## config.mk

```make
export PLATFORM = sky130hd
export DESIGN_NAME = aa_frame_sequencer
export DESIGN_NICKNAME = d
export VERILOG_FILES = /design/src/rtl/aa_pkg.sv /design/src/rtl/aa_kernel.sv /design/src/rtl/aa_frame_sequencer.sv
export SDC_FILE = /design/constraint.sdc
export NUM_CORES = 1
export LEC_CHECK = 0
export BUFFER_PORTS_ARGS = -buffer_cell sky130_fd_sc_hd__buf_2
export CORE_UTILIZATION = 35
export DETAILED_ROUTE_END_ITERATION = 8
export PLACE_DENSITY = 0.61
export SLEW_MARGIN = 20
export SYNTH_ARGS = -nofsm -noshare
export SYNTH_HDL_FRONTEND = slang
export SYNTH_SLANG_ARGS = --single-unit
```

## constraint.sdc

```tcl
create_clock -name clk -period 6 [get_ports clk]
set_input_delay 1.2 -clock clk [delete_from_list [all_inputs] [get_ports clk]]
set_output_delay 1.2 -clock clk [all_outputs]
set_load 0.05 [all_outputs]
```

## src/rtl/aa_pkg.sv

```systemverilog
// Shared types for the anti-aliasing frame sequencer: FSM states,
// window slot indices and the default pixel width.
package aa_pkg;

  localparam int AA_PIX_W = 8;

  typedef enum logic [2:0] {
    IDLE,
    FETCH,
    WAIT,
    WRITE,
    DONE
  } aa_state_e;

  // Read order within a pixel's window: centre first, then N, S, W, E.
  typedef enum logic [2:0] {
    NB_C,
    NB_N,
    NB_S,
    NB_W,
    NB_E
  } aa_nbr_e;

endpackage

```

## src/rtl/aa_kernel.sv

```systemverilog
// Anti-aliasing kernel: purely combinational. An interior pixel brighter
// than the threshold with at least one darker neighbour is replaced by the
// floor of its four-neighbour mean; every other pixel passes through.
module aa_kernel
  import aa_pkg::*;
#(
  parameter int PIX_W = AA_PIX_W
) (
  input  logic [PIX_W-1:0] c,
  input  logic [PIX_W-1:0] n,
  input  logic [PIX_W-1:0] s,
  input  logic [PIX_W-1:0] w,
  input  logic [PIX_W-1:0] e,
  input  logic [PIX_W-1:0] th,
  input  logic             is_border,
  output logic [PIX_W-1:0] out_pix,
  output logic             modified
);

  // Four-pixel mean; the sum carries two guard bits and the shift floors.
  function automatic logic [PIX_W-1:0] avg4(input logic [PIX_W-1:0] a,
                                            input logic [PIX_W-1:0] b,
                                            input logic [PIX_W-1:0] cc,
                                            input logic [PIX_W-1:0] d);
    logic [PIX_W+1:0] sum;
    sum = {2'b00, a} + {2'b00, b} + {2'b00, cc} + {2'b00, d};
    return sum[PIX_W+1:2];
  endfunction

  // Strict unsigned compares: a value equal to th never triggers.
  always_comb begin
    modified = !is_border && (c > th) &&
               ((n < th) || (s < th) || (w < th) || (e < th));
    out_pix  = modified ? avg4(n, s, w, e) : c;
  end

endmodule

```

## src/rtl/aa_frame_sequencer.sv

```systemverilog
// Frame sequencer for the anti-aliasing filter. Walks the frame in raster
// order, reads each pixel's cross window (centre only on the border), runs
// it through aa_kernel and writes the result under a valid/ready handshake.
// Optional build macro AA_STATS_EN adds the edge_cnt port and counter.
module aa_frame_sequencer
  import aa_pkg::*;
#(
  parameter  int WIDTH  = 64,
  parameter  int HEIGHT = 64,
  parameter  int PIX_W  = AA_PIX_W,
  localparam int ADDR_W = $clog2(WIDTH * HEIGHT)
) (
  input  logic              clk,
  input  logic              reset,
  input  logic              start,
  input  logic [PIX_W-1:0]  th,
  output logic              busy,
  output logic              done,
  output logic              rd_en,
  output logic [ADDR_W-1:0] rd_addr,
  input  logic [PIX_W-1:0]  rd_data,
  output logic              wr_valid,
  output logic [ADDR_W-1:0] wr_addr,
  output logic [PIX_W-1:0]  wr_data,
  input  logic              wr_ready
`ifdef AA_STATS_EN
  ,
  output logic [ADDR_W:0]   edge_cnt
`endif
);

  localparam logic [ADDR_W-1:0] ONE_A    = ADDR_W'(1);
  localparam logic [ADDR_W-1:0] WIDTH_A  = ADDR_W'(WIDTH);
  localparam logic [ADDR_W-1:0] COL_LAST = ADDR_W'(WIDTH - 1);
  localparam logic [ADDR_W-1:0] ROW_LAST = ADDR_W'(HEIGHT - 1);

  aa_state_e         state_q, state_d;
  aa_nbr_e           nidx_q, nidx_d;
  aa_nbr_e           cap_idx_q, cap_idx_d;
  logic              cap_vld_q, cap_vld_d;
  logic [ADDR_W-1:0] row_q, row_d;
  logic [ADDR_W-1:0] col_q, col_d;
  logic [PIX_W-1:0]  th_q, th_d;
  logic [PIX_W-1:0]  win_c_q, win_c_d;
  logic [PIX_W-1:0]  win_n_q, win_n_d;
  logic [PIX_W-1:0]  win_s_q, win_s_d;
  logic [PIX_W-1:0]  win_w_q, win_w_d;
  logic [PIX_W-1:0]  win_e_q, win_e_d;

  logic [ADDR_W-1:0] addr_c;
  logic [ADDR_W-1:0] nbr_addr;
  logic              is_border;
  logic              is_last;
  logic [PIX_W-1:0]  k_out;
  logic              k_mod;

  // Current pixel position, border/last flags and the address of the
  // window slot being read this cycle. Neighbour reads only happen for
  // interior pixels, so the +/- offsets never wrap.
  always_comb begin
    addr_c    = row_q * WIDTH_A + col_q;
    is_border = (row_q == '0) || (row_q == ROW_LAST) ||
                (col_q == '0) || (col_q == COL_LAST);
    is_last   = (row_q == ROW_LAST) && (col_q == COL_LAST);
    case (nidx_q)
      NB_N:    nbr_addr = addr_c - WIDTH_A;
      NB_S:    nbr_addr = addr_c + WIDTH_A;
      NB_W:    nbr_addr = addr_c - ONE_A;
      NB_E:    nbr_addr = addr_c + ONE_A;
      default: nbr_addr = addr_c;
    endcase
  end

  aa_kernel #(
    .PIX_W(PIX_W)
  ) u_kernel (
    .c        (win_c_q),
    .n        (win_n_q),
    .s        (win_s_q),
    .w        (win_w_q),
    .e        (win_e_q),
    .th       (th_q),
    .is_border(is_border),
    .out_pix  (k_out),
    .modified (k_mod)
  );

  // Next-state and output logic; outputs are low outside their states.
  always_comb begin
    state_d   = state_q;
    nidx_d    = nidx_q;
    row_d     = row_q;
    col_d     = col_q;
    th_d      = th_q;
    cap_vld_d = 1'b0;
    cap_idx_d = nidx_q;
    busy      = 1'b0;
    done      = 1'b0;
    rd_en     = 1'b0;
    rd_addr   = '0;
    wr_valid  = 1'b0;
    wr_addr   = '0;
    wr_data   = '0;
    case (state_q)
      IDLE: begin
        if (start) begin
          th_d    = th;
          row_d   = '0;
          col_d   = '0;
          nidx_d  = NB_C;
          state_d = FETCH;
        end
      end
      FETCH: begin
        busy      = 1'b1;
        rd_en     = 1'b1;
        rd_addr   = nbr_addr;
        cap_vld_d = 1'b1;
        if (is_border || (nidx_q == NB_E)) begin
          state_d = WAIT;
        end else begin
          nidx_d = aa_nbr_e'(nidx_q + 3'd1);
        end
      end
      WAIT: begin
        busy    = 1'b1;
        state_d = WRITE;
      end
      WRITE: begin
        busy     = 1'b1;
        wr_valid = 1'b1;
        wr_addr  = addr_c;
        wr_data  = k_out;
        if (wr_ready) begin
          nidx_d = NB_C;
          if (is_last) begin
            state_d = DONE;
          end else begin
            state_d = FETCH;
            if (col_q == COL_LAST) begin
              col_d = '0;
              row_d = row_q + ONE_A;
            end else begin
              col_d = col_q + ONE_A;
            end
          end
        end
      end
      DONE: begin
        done    = 1'b1;
        state_d = IDLE;
      end
      default: state_d = IDLE;
    endcase
  end

  // Window slot update: read data lands one cycle after its strobe, into
  // the slot that was being addressed on that strobe.
  always_comb begin
    win_c_d = win_c_q;
    win_n_d = win_n_q;
    win_s_d = win_s_q;
    win_w_d = win_w_q;
    win_e_d = win_e_q;
    if (cap_vld_q) begin
      case (cap_idx_q)
        NB_C:    win_c_d = rd_data;
        NB_N:    win_n_d = rd_data;
        NB_S:    win_s_d = rd_data;
        NB_W:    win_w_d = rd_data;
        NB_E:    win_e_d = rd_data;
        default: win_c_d = win_c_q;
      endcase
    end
  end

  // Control registers, cleared by reset.
  always_ff @(posedge clk) begin
    if (reset) begin
      state_q   <= IDLE;
      nidx_q    <= NB_C;
      cap_vld_q <= 1'b0;
      row_q     <= '0;
      col_q     <= '0;
    end else begin
      state_q   <= state_d;
      nidx_q    <= nidx_d;
      cap_vld_q <= cap_vld_d;
      row_q     <= row_d;
      col_q     <= col_d;
    end
  end

  // Data registers: threshold and the five-pixel window.
  always_ff @(posedge clk) begin
    cap_idx_q <= cap_idx_d;
    th_q      <= th_d;
    win_c_q   <= win_c_d;
    win_n_q   <= win_n_d;
    win_s_q   <= win_s_d;
    win_w_q   <= win_w_d;
    win_e_q   <= win_e_d;
  end

`ifdef AA_STATS_EN
  logic [ADDR_W:0] edge_cnt_q, edge_cnt_d;

  // Modified-pixel count: cleared on start, bumped on each accepted
  // write whose pixel met the kernel condition, held after done.
  always_comb begin
    edge_cnt_d = edge_cnt_q;
    if ((state_q == IDLE) && start) begin
      edge_cnt_d = '0;
    end else if ((state_q == WRITE) && wr_ready && k_mod) begin
      edge_cnt_d = edge_cnt_q + (ADDR_W + 1)'(1);
    end
  end

  // Counter register.
  always_ff @(posedge clk) begin
    if (reset) begin
      edge_cnt_q <= '0;
    end else begin
      edge_cnt_q <= edge_cnt_d;
    end
  end

  assign edge_cnt = edge_cnt_q;
`else
  logic unused_stats;
  assign unused_stats = k_mod;
`endif

endmodule

```

# After elaboration in Yosys (flattened, before gate mapping)
# Cells that the tools add are included.
dict set report word_totals {
  regBits 82
  word_cells 103
  in_bits 20
}
dict set report op_classes {
  add_sub_neg 11
  n_lt_le_gt_ge 5
  reduce_logical 28
  n_eq_ne 20
  mux 27
}
# cell n
set ops {}
lappend ops {{$mux 12} 9}
lappend ops {{$pmux 12 s2} 2}
lappend ops {{$pmux 12 s4} 1}
lappend ops {{$add 12x1->12 const B} 3}
lappend ops {{$lt 8x8->1} 4}
lappend ops {{$eq 12x6->1 const B} 2}
lappend ops {{$logic_not 12->1} 2}
lappend ops {{$mux 3} 7}
lappend ops {{$add 10x8->10} 2}
lappend ops {{$eq 3x2->1 const B} 6}
lappend ops {{$mux 8} 2}
lappend ops {{$add 12x12->12} 1}
lappend ops {{$add 12x7->12 const B} 1}
lappend ops {{$ne 2x2->1 const B} 6}
lappend ops {{$pmux 3 s4} 1}
lappend ops {{$reduce_and 2->1} 6}
lappend ops {{$sub 12x1->12 const B} 1}
lappend ops {{$sub 12x7->12 const B} 1}
lappend ops {{$add 8x8->9} 1}
lappend ops {{$eq 3x1->1 const B} 3}
lappend ops {{$eq 3x3->1 const B} 3}
lappend ops {{$pmux 3 s3} 1}
lappend ops {{$gt 8x8->1} 1}
lappend ops {{$reduce_and 4->1} 2}
lappend ops {{11 further kinds} 23}

# Depth between registers and ports, before layout
dict set report logic_depth {
  ltp_word 9
  mapped_depth 17
  ltp_nobuf 17
}

# By module
# From an unflattened synthesis, not the netlist that was laid out.
dict set report hier_totals {
  cells_unflattened 625
  area_unflattened_um2 6014.5
}
# module area_each_um2 instances cells_per_inst
set modules_own_cells {}
lappend modules_own_cells {aa_frame_sequencer 4349.2 1 421}
lappend modules_own_cells {aa_kernel 1665.3 1 204}

# Worst setup path after synthesis
# OpenSTA, ideal clock, no wires.
dict set report synth_path {
  path_type {register to output}
  start {register win_s_q[1]}
  end {output port wr_data[6]}
  required_time_ns 4.800
  path_stages_with_launch 16
  arrival_time_ns 4.047
  path_buffers 0
  path_slack_ns 0.753
  cell_sequence {edfxtp_1 > ha_1 > a21o_1 > a21oi_1 > o21ai_0 > a21oi_1 > xor2_1 > fa_1 > inv_1 > ha_1 > a21o_1 > a211oi_1 > o2bb2ai_1 > xnor2_1 > nor3_1 > nor3_1}
}
dict set report synth_via {
  elab_chain_cells 7
  elab_cells_between_ends 10
}
# item line
set synth_rtl {}
lappend synth_rtl {{from (decl)} aa_frame_sequencer.sv:46} ;# logic [PIX_W-1:0] win_s_q, win_s_d;
lappend synth_rtl {{from (signal assigned)} aa_frame_sequencer.sv:200} ;# win_s_q <= win_s_d;
lappend synth_rtl {{branches (longest 5 deep; another with $add 10x8->10)} -}
lappend synth_rtl {{$mux 8 *} aa_kernel.sv:34} ;# out_pix = modified ? avg4(n, s, w, e) : c;
lappend synth_rtl {{$mux 8 *} aa_frame_sequencer.sv:104} ;# case (state_q)
lappend synth_rtl {{to (decl)} aa_frame_sequencer.sv:24} ;# output logic [PIX_W-1:0] wr_data,
# Mark *: on every way between the ends.

# Worst setup path after layout
dict set report layout_path {
  start {register win_n_q[0]}
  end {output port wr_data[6]}
}
dict set report layout_via {
  elab_chain_cells 7
  elab_cells_between_ends 10
}
# item line
set layout_rtl {}
lappend layout_rtl {{from (decl)} aa_frame_sequencer.sv:45} ;# logic [PIX_W-1:0] win_n_q, win_n_d;
lappend layout_rtl {{from (signal assigned)} aa_frame_sequencer.sv:199} ;# win_n_q <= win_n_d;
lappend layout_rtl {{branches (longest 5 deep; another with $add 10x8->10)} -}
lappend layout_rtl {{$mux 8 *} aa_kernel.sv:34}
lappend layout_rtl {{$mux 8 *} aa_frame_sequencer.sv:104}
# Marked as above.

==> impl_metrics.json <==
{
  "synth_edf_count": 48,
  "avgSynthCellArea_um2": 9.611,
  "cts.path.max_buffers": 2,
  "htree_levels": 3,
  "coreArea_um2": 17240,
  "drc": 0,
  "cp-start-kind": "register",
  "vias": 4789,
  "ys.flop_type": "edfxtp_1",
  "area_growth_pct": 13.59,
  "grt_overflow": 0,
  "tns_ns": 0,
  "finalWeightedCongestion": 0.8430,
  "antenna_found_initial": 0,
  "clk_pin_slew_worst_paths_ns": 0.06,
  "viasPerCell": 5.166,
  "ys_seq_area_share_pct": 34.50,
  "rsz0062_at_grt": "false",
  "maxCapViolCount": 0,
  "end_kind": "primary output",
  "first_pass_iters": 5,
  "r2r_slack_ns": 2.96,
  "ys_seq_elements": 82,
  "drive_above_1_share_pct": 14.53,
  "reg2reg_to": "col_q[11]",
  "ant_nets": 0,
  "first_iter_violations": 181,
  "start_util_pct": 35.69,
  "fin_nets": 808,
  "rows": 48,
  "relSlewSlack_pct": 36.31,
  "cts_tree": "yes",
  "numCtsBuffers": 9,
  "hpwl_um": 11100,
  "die_area_um2": 18110,
  "hold_depth": 0,
  "fin_crit_sh_pct": 86.88,
  "cts.sinks": 82,
  "worstMarginPinSlew_ns": 0.9554,
  "wl_per_cell_um": 15.32,
  "die_w_um": 134.6,
  "synth_area_um2": 6151,
  "portBuffers": 55,
  "clock_skew_ns": 0.006230,
  "reg2reg_depth": 7,
  "grt_pass1_vias": 4572,
  "timing.rr.start": "state_q[2]",
  "min_period_ns": 5.213,
  "ir_worst_vdd_mv": 0.1155,
  "routed_wl_um": 14200,
  "critPathKind": "reg -> out",
  "grt_pass1_wl_um": 22760,
  "grt_max_degree": 18,
  "cp_data_arrival_time_ns": 4.01,
  "worstSkewPairLatency_ns": 0.34,
  "die_h_um": 134.6,
  "holdCritPathClass": "reg -> reg",
  "synth_fp_nets": 751,
  "hold_end": "cap_idx_q[1]",
  "pin_count": 56,
  "synth_cell_types": 73,
  "maxSlewViolCount": 0,
  "antenna_cells": 0,
  "fin_total_pwr_mw": 1.331,
  "grtUsageTotal_pct": 16.35,
  "worst-path-max-fanout": 5,
  "syn_inst": 640,
  "cp.required_ns": 4.80,
  "power.density_nw_per_um2": 190.6,
  "yosys_warnings": 0,
  "setup_viol": 0,
  "status": "completed",
  "fillers": 1700,
  "hold_viol": 0,
  "post_cts_buffers": 0,
  "p_leak_nw": 3.068,
  "cts-root-buf": "clkbuf_16",
  "clock.fmax_ghz": 0.1918,
  "min_from": "cap_idx_d[1]",
  "synthArstFlopShare_pct": 0,
  "cts-resized-gates": 0,
  "hold_buffers": 0
}
-- critical path: stages (launching register included) --
cell       delay (ns)
edfxtp_1         0.35
ha_1             0.17
inv_1            0.06
fa_1             0.40
inv_1            0.08
a21oi_1          0.05
o21ai_0          0.26
a21o_1           0.17
a21o_1           0.14
xnor2_1          0.09
fa_1             0.48
inv_1            0.05
ha_1             0.36
a211oi_1         0.22
o2bb2ai_1        0.16
xnor2_1          0.13
nor3_1           0.06
nor3_1           0.16
buf_2            0.29
-- cell usage after synthesis (4+ instances only) --
| cell type | instances | share of area [%] |
|---|---|---|
| or2_2 | 4 | 0.41 |
| nor4_1 | 5 | 0.51 |
| nor2_1 | 54 | 3.3 |
| o21a_1 | 6 | 0.73 |
| inv_1 | 61 | 3.7 |
| xor2_1 | 18 | 2.6 |
| nor3_1 | 16 | 1.3 |
| nand2b_1 | 6 | 0.61 |
| o21bai_1 | 5 | 0.61 |
| a211oi_1 | 10 | 1.2 |
| a21oi_1 | 49 | 4.0 |
| nand2_1 | 29 | 1.8 |
| nand4_1 | 10 | 1.0 |
| edfxtp_1 | 48 | 23 |
| nor2b_1 | 5 | 0.51 |
| clkbuf_1 | 6 | 0.37 |
| a21o_1 | 20 | 2.4 |
| and2_1 | 6 | 0.61 |
| xnor2_1 | 20 | 2.8 |
| o2111ai_1 | 4 | 0.57 |
| ha_1 | 79 | 16 |
| dfxtp_1 | 34 | 11 |
| a22oi_1 | 5 | 0.61 |
| nand3_1 | 15 | 1.2 |
| and3_1 | 10 | 1.0 |
| o21ai_0 | 31 | 2.5 |
| fa_1 | 12 | 3.9 |
-- cells in the final DEF, fill, tap and decap left out, types with 5 or more instances in the layout --
cell type,Yosys,final
nand4_1,10,10
and3_1,10,10
and2_1,6,6
xor2_1,18,18
buf_4,0,6
a21oi_1,49,49
fa_1,12,12
nand2_1,29,29
o21bai_1,5,5
o21ai_0,31,31
nor2b_1,5,5
a22oi_1,5,5
o21a_1,6,6
buf_2,2,55
nand3_1,15,15
ha_1,79,79
inv_1,61,61
nor3_1,16,16
xnor2_1,20,20
a211oi_1,10,10
a21o_1,20,20
dfxtp_1,34,34
clkbuf_16,0,11
nor2_1,54,54
nand2b_1,6,6
edfxtp_1,48,48
-- where the power goes --
part           internal, mW  switching (mW)  leakage [nW]  total (mW)
Clock                 0.339           0.235         0.159       0.573
Combinational        0.0455          0.0969          2.20       0.142
Sequential            0.606         0.00923         0.711       0.616
Total                 0.991           0.341          3.07        1.33
-- stage by stage --
| step | instance area [µm²] | setup slack, ns | instances | hold WS, ns | utilization (%) |
|---|---|---|---|---|---|
| finish | 6987 | 0.7874 | 927 | 0.4187 | 40.53 |
| global route | 6987 | 0.3871 | 927 | 0.4447 | 40.53 |
| CTS | 6972 | 0.7402 | 927 | 0.4195 | 40.45 |
| detailed placement | 6650 | 1.120 | 911 | 0.4115 | 38.58 |
| global placement | 6650 | 1.184 | 911 | 0.4065 | 38.58 |
| floorplan | 6151 | 0.7532 | 640 | 0.3507 | - |
-- how the worst max path moves through the flow --
stage                    start         end  slack, ns
detailed placement  win_n_q[0]  wr_data[6]       1.12
floorplan           win_s_q[1]  wr_data[6]       0.75
global route        win_s_q[0]  wr_data[6]       0.39
global placement    win_s_q[0]  wr_data[6]       1.18
CTS                 win_n_q[0]  wr_data[6]       0.74
finish              win_n_q[0]  wr_data[6]       0.79
-- cell families (layout without fill, tap and decap cells) --
logic type / Yosys count / after routing / synth area share (%)
multiplexers: 3 / 3 / 0.5085
XOR/XNOR: 39 / 39 / 5.777
AND/OR/NAND/NOR: 186 / 186 / 16.01
AO/OA/AOI/OAI: 163 / 163 / 17.74
flip-flops: 82 / 82 / 34.50
buffers and inverters: 76 / 138 / 5.492
adder cells (fa/ha/maj): 91 / 91 / 19.98
-- final cells by class --
| type | instances | area, µm² | share of cell area (%) |
|---|---|---|---|
| sequential | 82 | 2122 | 30.37 |
| inverter | 61 | 229.0 | 3.277 |
| clock buffer | 11 | 275.3 | 3.940 |
| multi-input combinational | 482 | 3712 | 53.13 |
| timing repair buffer | 61 | 320.3 | 4.585 |
| clock inverter | 5 | 46.29 | 0.6626 |
| tap | 225 | 281.5 | 4.029 |
-- state kept, by name, indices dropped and copies added, names as in the netlist --
signal / count
win_n_q: 8
cap_idx_d: 3
state_q: 3
win_e_q: 8
col_q: 12
win_s_q: 8
win_c_q: 8
row_q: 12
th_q: 8
cap_idx_q: 3
win_w_q: 8
cap_vld_q: 1
-- layer usage --
layer	vias to the layer above	GRT usage, %	part of all wire [%]	wire (µm)
li1	2454	-	-	-
met1	2225	21.04	47	6677
met2	98	28.07	48	6823
met3	12	3.378	3.8	545
met4	0	3.745	1.1	155
met5	-	0	0	0
(Power assumes the default switching activity.)
